File: config.mk
export PLATFORM = sky130hd
export DESIGN_NAME = display_scan4
export DESIGN_NICKNAME = d
export VERILOG_FILES = /design/src/rtl/display_scan4.sv
export SDC_FILE = /design/constraint.sdc
export NUM_CORES = 1
export LEC_CHECK = 0
export CORE_UTILIZATION = 40
export CTS_CLUSTER_SIZE = 28
export DETAILED_ROUTE_END_ITERATION = 6
export SYNTH_ARGS = -nofsm -noshare
export SYNTH_HDL_FRONTEND = slang
export SYNTH_SLANG_ARGS = --single-unit
File: constraint.sdc
create_clock -name clock -period 2 [get_ports clock]
set_clock_uncertainty 0.05 [all_clocks]
set_input_delay 0.4 -clock clock [delete_from_list [all_inputs] [get_ports clock]]
set_output_delay 0.4 -clock clock [all_outputs]
set_load 0.03 [all_outputs]
File: src/rtl/display_scan4.sv
// ---------------------------------------------------------------------------
// display_scan4
//
// Front end for a 4-digit common-anode 7-segment display whose segments are
// produced by a separate single-digit decoder with a one-cycle registered
// output.
//
// A 14-bit binary value is converted to four BCD digits by a sequential
// double-dabble engine: one shift per cycle, 14 cycles per conversion. The
// finished digits are written into a display store in a single cycle, so the
// scanner never sees a half-converted number. Independently of the
// converter, the scanner walks the four digits. It puts the selected BCD
// code on `digit` and drives the matching active-low anode one cycle later,
// so the anode lines up with the decoder's registered segment output.
//
// Parameters
//   REFRESH_DIV  clock cycles each digit stays selected (>= 2)
//   BLANK_LZ     1 = suppress leading zeros, 0 = always light all digits
//
// Ports
//   clock     in   1   system clock, everything on posedge
//   reset     in   1   synchronous, active-high; wins over every other input
//   value     in   14  binary value, sampled when load=1 and the engine idles
//   load      in   1   one-cycle capture request; dropped while busy=1
//   busy      out  1   conversion in progress (capture edge through commit)
//   overflow  out  1   last committed value was above 9999 (shown as 9999)
//   digit     out  5   BCD code of the selected digit, 0..9
//   an        out  4   active-low anodes, an[0]=units .. an[3]=thousands
// ---------------------------------------------------------------------------
module display_scan4 #(
    parameter int REFRESH_DIV = 50000,
    parameter bit BLANK_LZ    = 1'b1
) (
    input  logic        clock,
    input  logic        reset,
    input  logic [13:0] value,
    input  logic        load,
    output logic        busy,
    output logic        overflow,
    output logic [4:0]  digit,
    output logic [3:0]  an
);

    // -----------------------------------------------------------------------
    // Constants
    // -----------------------------------------------------------------------
    localparam int              CNT_W     = (REFRESH_DIV > 2) ? $clog2(REFRESH_DIV) : 1;
    localparam logic [CNT_W-1:0] CNT_LAST = CNT_W'(REFRESH_DIV - 1);
    localparam logic [CNT_W-1:0] CNT_ONE  = CNT_W'(1);
    localparam logic [13:0]     MAX_VALUE = 14'd9999;
    // The engine performs one shift per input bit; the step counter runs
    // 0..13 and the last shift happens when it reads 13.
    localparam logic [3:0]      LAST_STEP = 4'd13;

    typedef enum logic [1:0] {
        S_IDLE,
        S_CONVERT,
        S_COMMIT
    } state_t;

    // -----------------------------------------------------------------------
    // Conversion engine state
    // -----------------------------------------------------------------------
    state_t      state;
    logic [13:0] bin_sr;       // binary bits still to be shifted in, MSB first
    logic [15:0] bcd_sr;       // partial BCD result, four nibbles
    logic [3:0]  step;         // shift counter during S_CONVERT
    logic        ovf_pending;  // saturation flag carried to the commit

    // Display store: only ever written with a complete conversion result.
    logic [15:0] bcd_store;

    // -----------------------------------------------------------------------
    // Scanner state
    // -----------------------------------------------------------------------
    logic [CNT_W-1:0] refresh_cnt;
    logic [1:0]       scan_idx;     // digit being fetched this cycle
    logic [1:0]       shown_idx;    // digit currently presented on `digit`
    logic             shown_blank;  // that digit is a suppressed leading zero
    logic             shown_vld;    // `digit` holds a fetched value

    // -----------------------------------------------------------------------
    // Double-dabble correction: every nibble of 5 or more gets +3 before the
    // shift, so that the shift carries it correctly into the next decade.
    // -----------------------------------------------------------------------
    logic [15:0] bcd_adj;

    // NOTE: every signal assigned in always_comb gets a full default first, so
    // no path can leave it unassigned and infer a latch.
    always_comb begin
        bcd_adj = bcd_sr;
        for (int i = 0; i < 4; i++) begin
            if (bcd_sr[4*i +: 4] >= 4'd5) begin
                bcd_adj[4*i +: 4] = bcd_sr[4*i +: 4] + 4'd3;
            end
        end
    end

    // -----------------------------------------------------------------------
    // Digit fetch and leading-zero detection for the scan index.
    // A digit above position 0 is a leading zero when it and every higher
    // nibble are zero; position 0 is always lit so a value of 0 shows "0".
    // -----------------------------------------------------------------------
    logic [3:0] nibble_nz;
    logic [3:0] cur_nibble;
    logic       cur_blank;

    always_comb begin
        for (int i = 0; i < 4; i++) begin
            nibble_nz[i] = |bcd_store[4*i +: 4];
        end
        cur_nibble = bcd_store[{scan_idx, 2'b00} +: 4];
        cur_blank  = BLANK_LZ
                  && (scan_idx != 2'd0)
                  && ((nibble_nz >> scan_idx) == 4'd0);
    end

    // Anode pattern for the digit presented last cycle; at most one bit low.
    logic [3:0] an_next;

    always_comb begin
        an_next = 4'b1111;
        if (shown_vld && !shown_blank) begin
            an_next = ~(4'b0001 << shown_idx);
        end
    end

    // -----------------------------------------------------------------------
    // Conversion FSM: IDLE -> CONVERT (14 cycles) -> COMMIT -> IDLE.
    // busy rises on the capture edge and falls on the commit edge, so a new
    // load can be taken no earlier than the edge after the commit.
    // -----------------------------------------------------------------------
    // NOTE: sequential state is always written with non-blocking assignments,
    // so every register samples the pre-edge values of the others.
    always_ff @(posedge clock) begin
        if (reset) begin
            // NOTE: the display store is a handful of flops, not a RAM, and a
            // reset (including one mid-conversion) must clear it, so it is
            // reset together with the control state.
            state       <= S_IDLE;
            busy        <= 1'b0;
            overflow    <= 1'b0;
            bin_sr      <= '0;
            bcd_sr      <= '0;
            step        <= '0;
            ovf_pending <= 1'b0;
            bcd_store   <= '0;
        end else begin
            case (state)
                S_IDLE: begin
                    if (load) begin
                        // Out-of-range inputs are saturated before conversion
                        // so the result always fits four BCD digits.
                        if (value > MAX_VALUE) begin
                            bin_sr      <= MAX_VALUE;
                            ovf_pending <= 1'b1;
                        end else begin
                            bin_sr      <= value;
                            ovf_pending <= 1'b0;
                        end
                        bcd_sr <= '0;
                        step   <= '0;
                        busy   <= 1'b1;
                        state  <= S_CONVERT;
                    end
                end

                S_CONVERT: begin
                    // Shift the corrected BCD part and the binary part left
                    // as one register; the binary MSB enters the BCD LSB.
                    bcd_sr <= {bcd_adj[14:0], bin_sr[13]};
                    bin_sr <= {bin_sr[12:0], 1'b0};
                    if (step == LAST_STEP) begin
                        state <= S_COMMIT;
                    end else begin
                        step <= step + 4'd1;
                    end
                end

                S_COMMIT: begin
                    // All four nibbles land in the store on the same edge.
                    bcd_store <= bcd_sr;
                    overflow  <= ovf_pending;
                    busy      <= 1'b0;
                    state     <= S_IDLE;
                end

                default: begin
                    busy  <= 1'b0;
                    state <= S_IDLE;
                end
            endcase
        end
    end

    // -----------------------------------------------------------------------
    // Scanner: free-running, reads only the committed store.
    // Cycle k  : digit <= store[scan_idx], remember which index that was.
    // Cycle k+1: an    <= anode for the remembered index (or all off).
    // -----------------------------------------------------------------------
    always_ff @(posedge clock) begin
        if (reset) begin
            refresh_cnt <= '0;
            scan_idx    <= 2'd0;
            digit       <= 5'd0;
            shown_idx   <= 2'd0;
            shown_blank <= 1'b0;
            shown_vld   <= 1'b0;
            an          <= 4'b1111;
        end else begin
            if (refresh_cnt == CNT_LAST) begin
                refresh_cnt <= '0;
                scan_idx    <= scan_idx + 2'd1;
            end else begin
                refresh_cnt <= refresh_cnt + CNT_ONE;
            end

            // Blanking acts only on the anodes: the decoder holds its output
            // for codes above 9, so the digit bus always carries a real BCD code.
            digit       <= {1'b0, cur_nibble};
            shown_idx   <= scan_idx;
            shown_blank <= cur_blank;
            shown_vld   <= 1'b1;
            an          <= an_next;
        end
    end

endmodule

**After elaboration in Yosys (flattened, before gate mapping)**

Cells that the tools add are included.

- Flip-flop bits (word level): 86
- Output and inout port bits: 11
- Input bits: 17
- Logic and storage cells: 78

- Add/sub/neg operators: 7
- Reduce and logical (&&, ||, !) cells: 18
- $lt $le $gt $ge: 5
- Bitwise gates (word level): 3
- Mux-type cells: 19
- Equality and inequality tests: 7
- Shifts and indexed selects: 3

Operator list:

| kind | count |
|---|---|
| one-hot mux 16 bit (2 select lines) | 1 |
| two-way mux 14 bit | 2 |
| one-hot mux 14 bit (2 select lines) | 1 |
| two-way mux 4 bit | 5 |
| adder 16 x 1 -> 16 bit, second input constant | 1 |
| == test 16 bit, second input constant | 1 |
| >= comparator 4 x 3 -> 1 bit, second input constant | 4 |
| two-way mux 16 bit | 1 |
| OR reduction 4 bit | 4 |
| variable part select 16 x 5 -> 4 bit | 1 |
| greater-than comparator 14 bit, second input constant | 1 |
| adder 4 x 2 -> 4 bit, second input constant | 3 |
| one-hot mux 4 bit (2 select lines) | 1 |
| AND reduction 2 bit | 4 |
| != test 2 bit, second input constant | 3 |
| adder 4 x 1 -> 4 bit, second input constant | 1 |
| == test 4 bit, second input constant | 1 |
| zero test 4 bit | 1 |
| two-way mux 2 bit | 2 |
| NOT 4 bit | 1 |
| one-hot mux 2 bit (2 select lines) | 1 |
| nonzero test 2 bit | 2 |
| OR reduction 2 bit | 2 |
| left shift 1 x 2 -> 4 bit, first input constant | 1 |
| other kinds (13) | 17 |

**Depth between registers and ports, before layout**

- Depth after elaboration: 4
- Mapped depth: 7
- Gate-level depth less buffers: 6

**Worst setup path after synthesis**

OpenSTA, ideal clock, no wires.

- Path type: flip-flop to flip-flop
- From: register refresh_cnt[11]
- To: register refresh_cnt[14]
- Clock period less this slack: 1,831 ps
- Arrival: 1,666 ps
- Setup time: 115 ps
- Required time: 1,835 ps
- Cell stages (with the launch flop): 7
- Path buffers: 2
- Slack: 169 ps
- Cells stage by stage: dfxtp_1 -> or4_1 -> or4_1 -> buf_2 -> nand2_4 -> buf_8 -> nor2_1

- Cells in the longest elaborated chain, start to end: 2
- Elaborated cells between the ends (all ways): 3
- Those cells by class: 1 x add/sub; 1 x eq/ne; 1 x reduce/logical

Ends and longest elaborated chain:

| what | RTL line | RTL |
|---|---|---|
| start: declaration | 76 | `logic [CNT_W-1:0] refresh_cnt;` |
| start signal: assignment | 215 | `refresh_cnt <= refresh_cnt + CNT_ONE;` |
| parallel branches: the longest is 2 deep, another holds adder 16 x 1 -> 16 bit | n/a |  |

Several ways; the timed one is not identified.
A chain may end at the register's enable or synchronous reset.

**Final worst setup path**

- From: register refresh_cnt[11]
- To: register refresh_cnt[9]

- Cells in the longest elaborated chain, start to end: 2

Ends and longest elaborated chain:

| what | RTL line | RTL |
|---|---|---|
| == test 16 bit | 211 | `if (refresh_cnt == CNT_LAST) begin` |
| OR reduction 2 bit (no source line) | n/a |  |

Every way passes these cells.

==> results.tsv <==
metric	value	unit
end point of the critical path	refresh_cnt[9]$_SDFF_PP0_	
all-layer global routing usage	0.164	
WP data required	2190	ps
clk buf depth	2	
Pwr Density	753	nW/um2
final global-route overflow total	0	
H-tree depth	3	
TritonCTS Buffers	9	
reg2reg start	refresh_cnt[11]$_SDFF_PP0_	
final wirelength	7230	um
commonest cells after routing, fill and taps aside	dfxtp_1 (85), nand2_1 (51), nor2_1 (43)	
max incr delay on CP	630	ps
Core ar.	8720	um2
number of detailed-route iterations in the first pass	4	
Synth cell types	44	
worst reg2reg path endpoint	refresh_cnt[9]$_SDFF_PP0_	
I/O pins	28	
Non-Filler Instances	551	
Startpoint Class	flop	
final slew viol count	0	
most used cell, CP	or4_1	
Skew-Pair Late Insertion Delay	360	ps
HPWL Detailed	5140	um
via/cell ratio	5.18	
remaining routing DRC violations	0	
post-place instance area	4010	um2
asr flop ratio synth	0	
FF-to-FF path depth	4	
Primary FF master, synth	dfxtp_1	
maximum vdd ir drop	0.318	mV
first-pass GRT wire length	12600	um
antenna violations before repair	0	
P&R area growth vs syn	16.6	%
Post-CTS Setup Repair Bufs	0	
Port Buffers	26	
fin crit share	0.947	
post-route cell area	4210	um2
Placer Congestion	0.813	
Die Footprint	9410	um2
ratio of cells with drive above 1 in the final layout	0.0813	
vias	2852	
# rows	34	
setup violators final	0	
n_diodes	0	
most common cell after layout, fill and taps aside	dfxtp_1	
status	finished clean	
WHS	296	ps
Post-Synthesis Cells	408	
CTS tree	built	
Post-Syn Area	3610	um2
Resized cells post-CTS	0	
final hold viol count	0	
register area share after synthesis	0.471	
Root Buffer	clkbuf_8	
largest delay contributor family on the critical path	simple AND/OR/NAND/NOR gates	
R2R setup slack	110	ps
WP buf/inv	0	
Sink Count	85	
Inst Count DP	535	
critical-path cell list	or4_1 -> or4_1 -> nand2_4 -> nor2_1	
Syn. warnings	0	
CP Max Fanout	14	
CP arrival	2090	ps
vias in the first global route	2740	
setup TNS	0	ps
Antenna Nets Post-Route	0	
worst min path class	in2reg	
Slew HR	0.638	
largest net degree at the start of global routing	35	
number of flops mapped to enable cells by yosys	0	
final worst path period need	1890	ps
Worst Max-Slew Pin Slew	541	ps
Initial Util	0.414	
RSZ-0062 raised after global routing	false	
Die Wd	97.0	um
Lkg Pwr	1.54	nW
Yosys reg bits	85	
CTS clk-pin slew, worst paths	90	ps
1st-iter DRT viols	172	
FMAX	0.528	GHz
crit end category	flop	
CP Depth	4	
max cap viols	0	
nets	467	
Avg Synthesized Cell Area	8.85	um2
Mapped Nets	437	
hold_buf cts	0	
WL/cell	13.1	um
slowest CP cell	or4_1	
Crit. Startpoint	refresh_cnt[11]$_SDFF_PP0_	
Die Y	97.0	um
CP Class	reg2reg	
-- registers in the layout, indices dropped and copies added, names as in the netlist, 2 cells and up --
signal       count
bin_sr          14
scan_idx         2
an               4
digit            4
state            2
shown_idx        2
bcd_store       16
bcd_sr          16
refresh_cnt     16
step             4
-- cell type report --
cell class	instances	area (um2)
fill	851	4510
inverter	15	56.3
sequential	85	1700
clock buffer	10	128
timing repair buffer	40	360
multi-input combinational	287	1760
tap	108	135
clock inverter	6	71.3
-- kinds of logic after synthesis --
group,Yosys count,share of synthesized area
buf+inv,36,0.0419
fa+ha+maj,12,0.0416
flops,85,0.471
simple gates,168,0.223
compound gates,74,0.127
mux,9,0.0388
xor+xnor,23,0.0558
other cells,1,0.00104
-- per-stage QoR --
stage | setup slack (ps) | utilization | total power, mW
final | 106 | 0.483 | 3.17
after global routing | 12.3 | 0.483 | 3.30
after CTS | 101 | 0.483 | 3.22
after detailed placement | 61.6 | 0.460 | 2.00
after global placement | 97.7 | 0.460 | 1.99
after floorplan | 169 | - | 1.91
-- Yosys cell counts (4+ instances only) --
cell type  instances  area, um2
a21oi_1           35        175
a222oi_1           4       40.0
a22o_1             8       70.1
and2_1             4       25.0
and3_1             4       25.0
clkbuf_1          17       63.8
dfxtp_1           85       1700
ha_1              12        150
inv_1             14       52.6
mux2i_1            5       50.1
mux4_2             4       90.1
nand2_1           51        191
nand2b_1           5       31.3
nand3_1           11       55.1
nand4_1            6       37.5
nor2_1            43        161
nor3_1            19       95.1
nor4_1             6       37.5
o21ai_0           12       60.1
o22ai_1            6       37.5
or3_1              5       31.3
or4_1              5       37.5
xnor2_1           14        123
xor2_1             9       78.8
-- routing by layer --
| layer | track usage | vias up | wire length (um) |
|---|---|---|---|
| met1 | 0.203 | 1296 | 3550 |
| met4 | 0.0517 | 0 | 85 |
| met3 | 0.0412 | 8 | 291 |
| met5 | 0 | - | 0 |
| met2 | 0.280 | 64 | 3300 |
| li1 | - | 1484 | - |
-- how the worst min path moves through the flow --
stage                       startpoint                        end  slack, ps  cells past startpoint
2_1_floorplan  shown_idx[0]$_SDFF_PP0_           an[1]$_SDFF_PP1_        330                      1
3_3_place_gp   shown_idx[0]$_SDFF_PP0_           an[1]$_SDFF_PP1_        350                      1
3_5_place_dp   shown_idx[0]$_SDFF_PP0_           an[1]$_SDFF_PP1_        350                      1
4_1_cts                          reset    shown_idx[0]$_SDFF_PP0_        270                      2
5_1_grt                          reset  refresh_cnt[2]$_SDFF_PP0_        290                      2
6_report                         reset  refresh_cnt[2]$_SDFF_PP0_        300                      2
-- report_power, final --
part           internal [mW]  switching (mW)
Combinational         0.0876           0.115
Clock                  0.591           0.624
Sequential              1.73          0.0252
-- worst reg2reg max path, delay by kind of cell (launching register included) --
| family | cells | cell delay (ps) |
|---|---|---|
| flip-flops | 1 | 320 |
| AND/OR/NAND/NOR | 4 | 1420 |
Power figures use the tool's default switching activity.
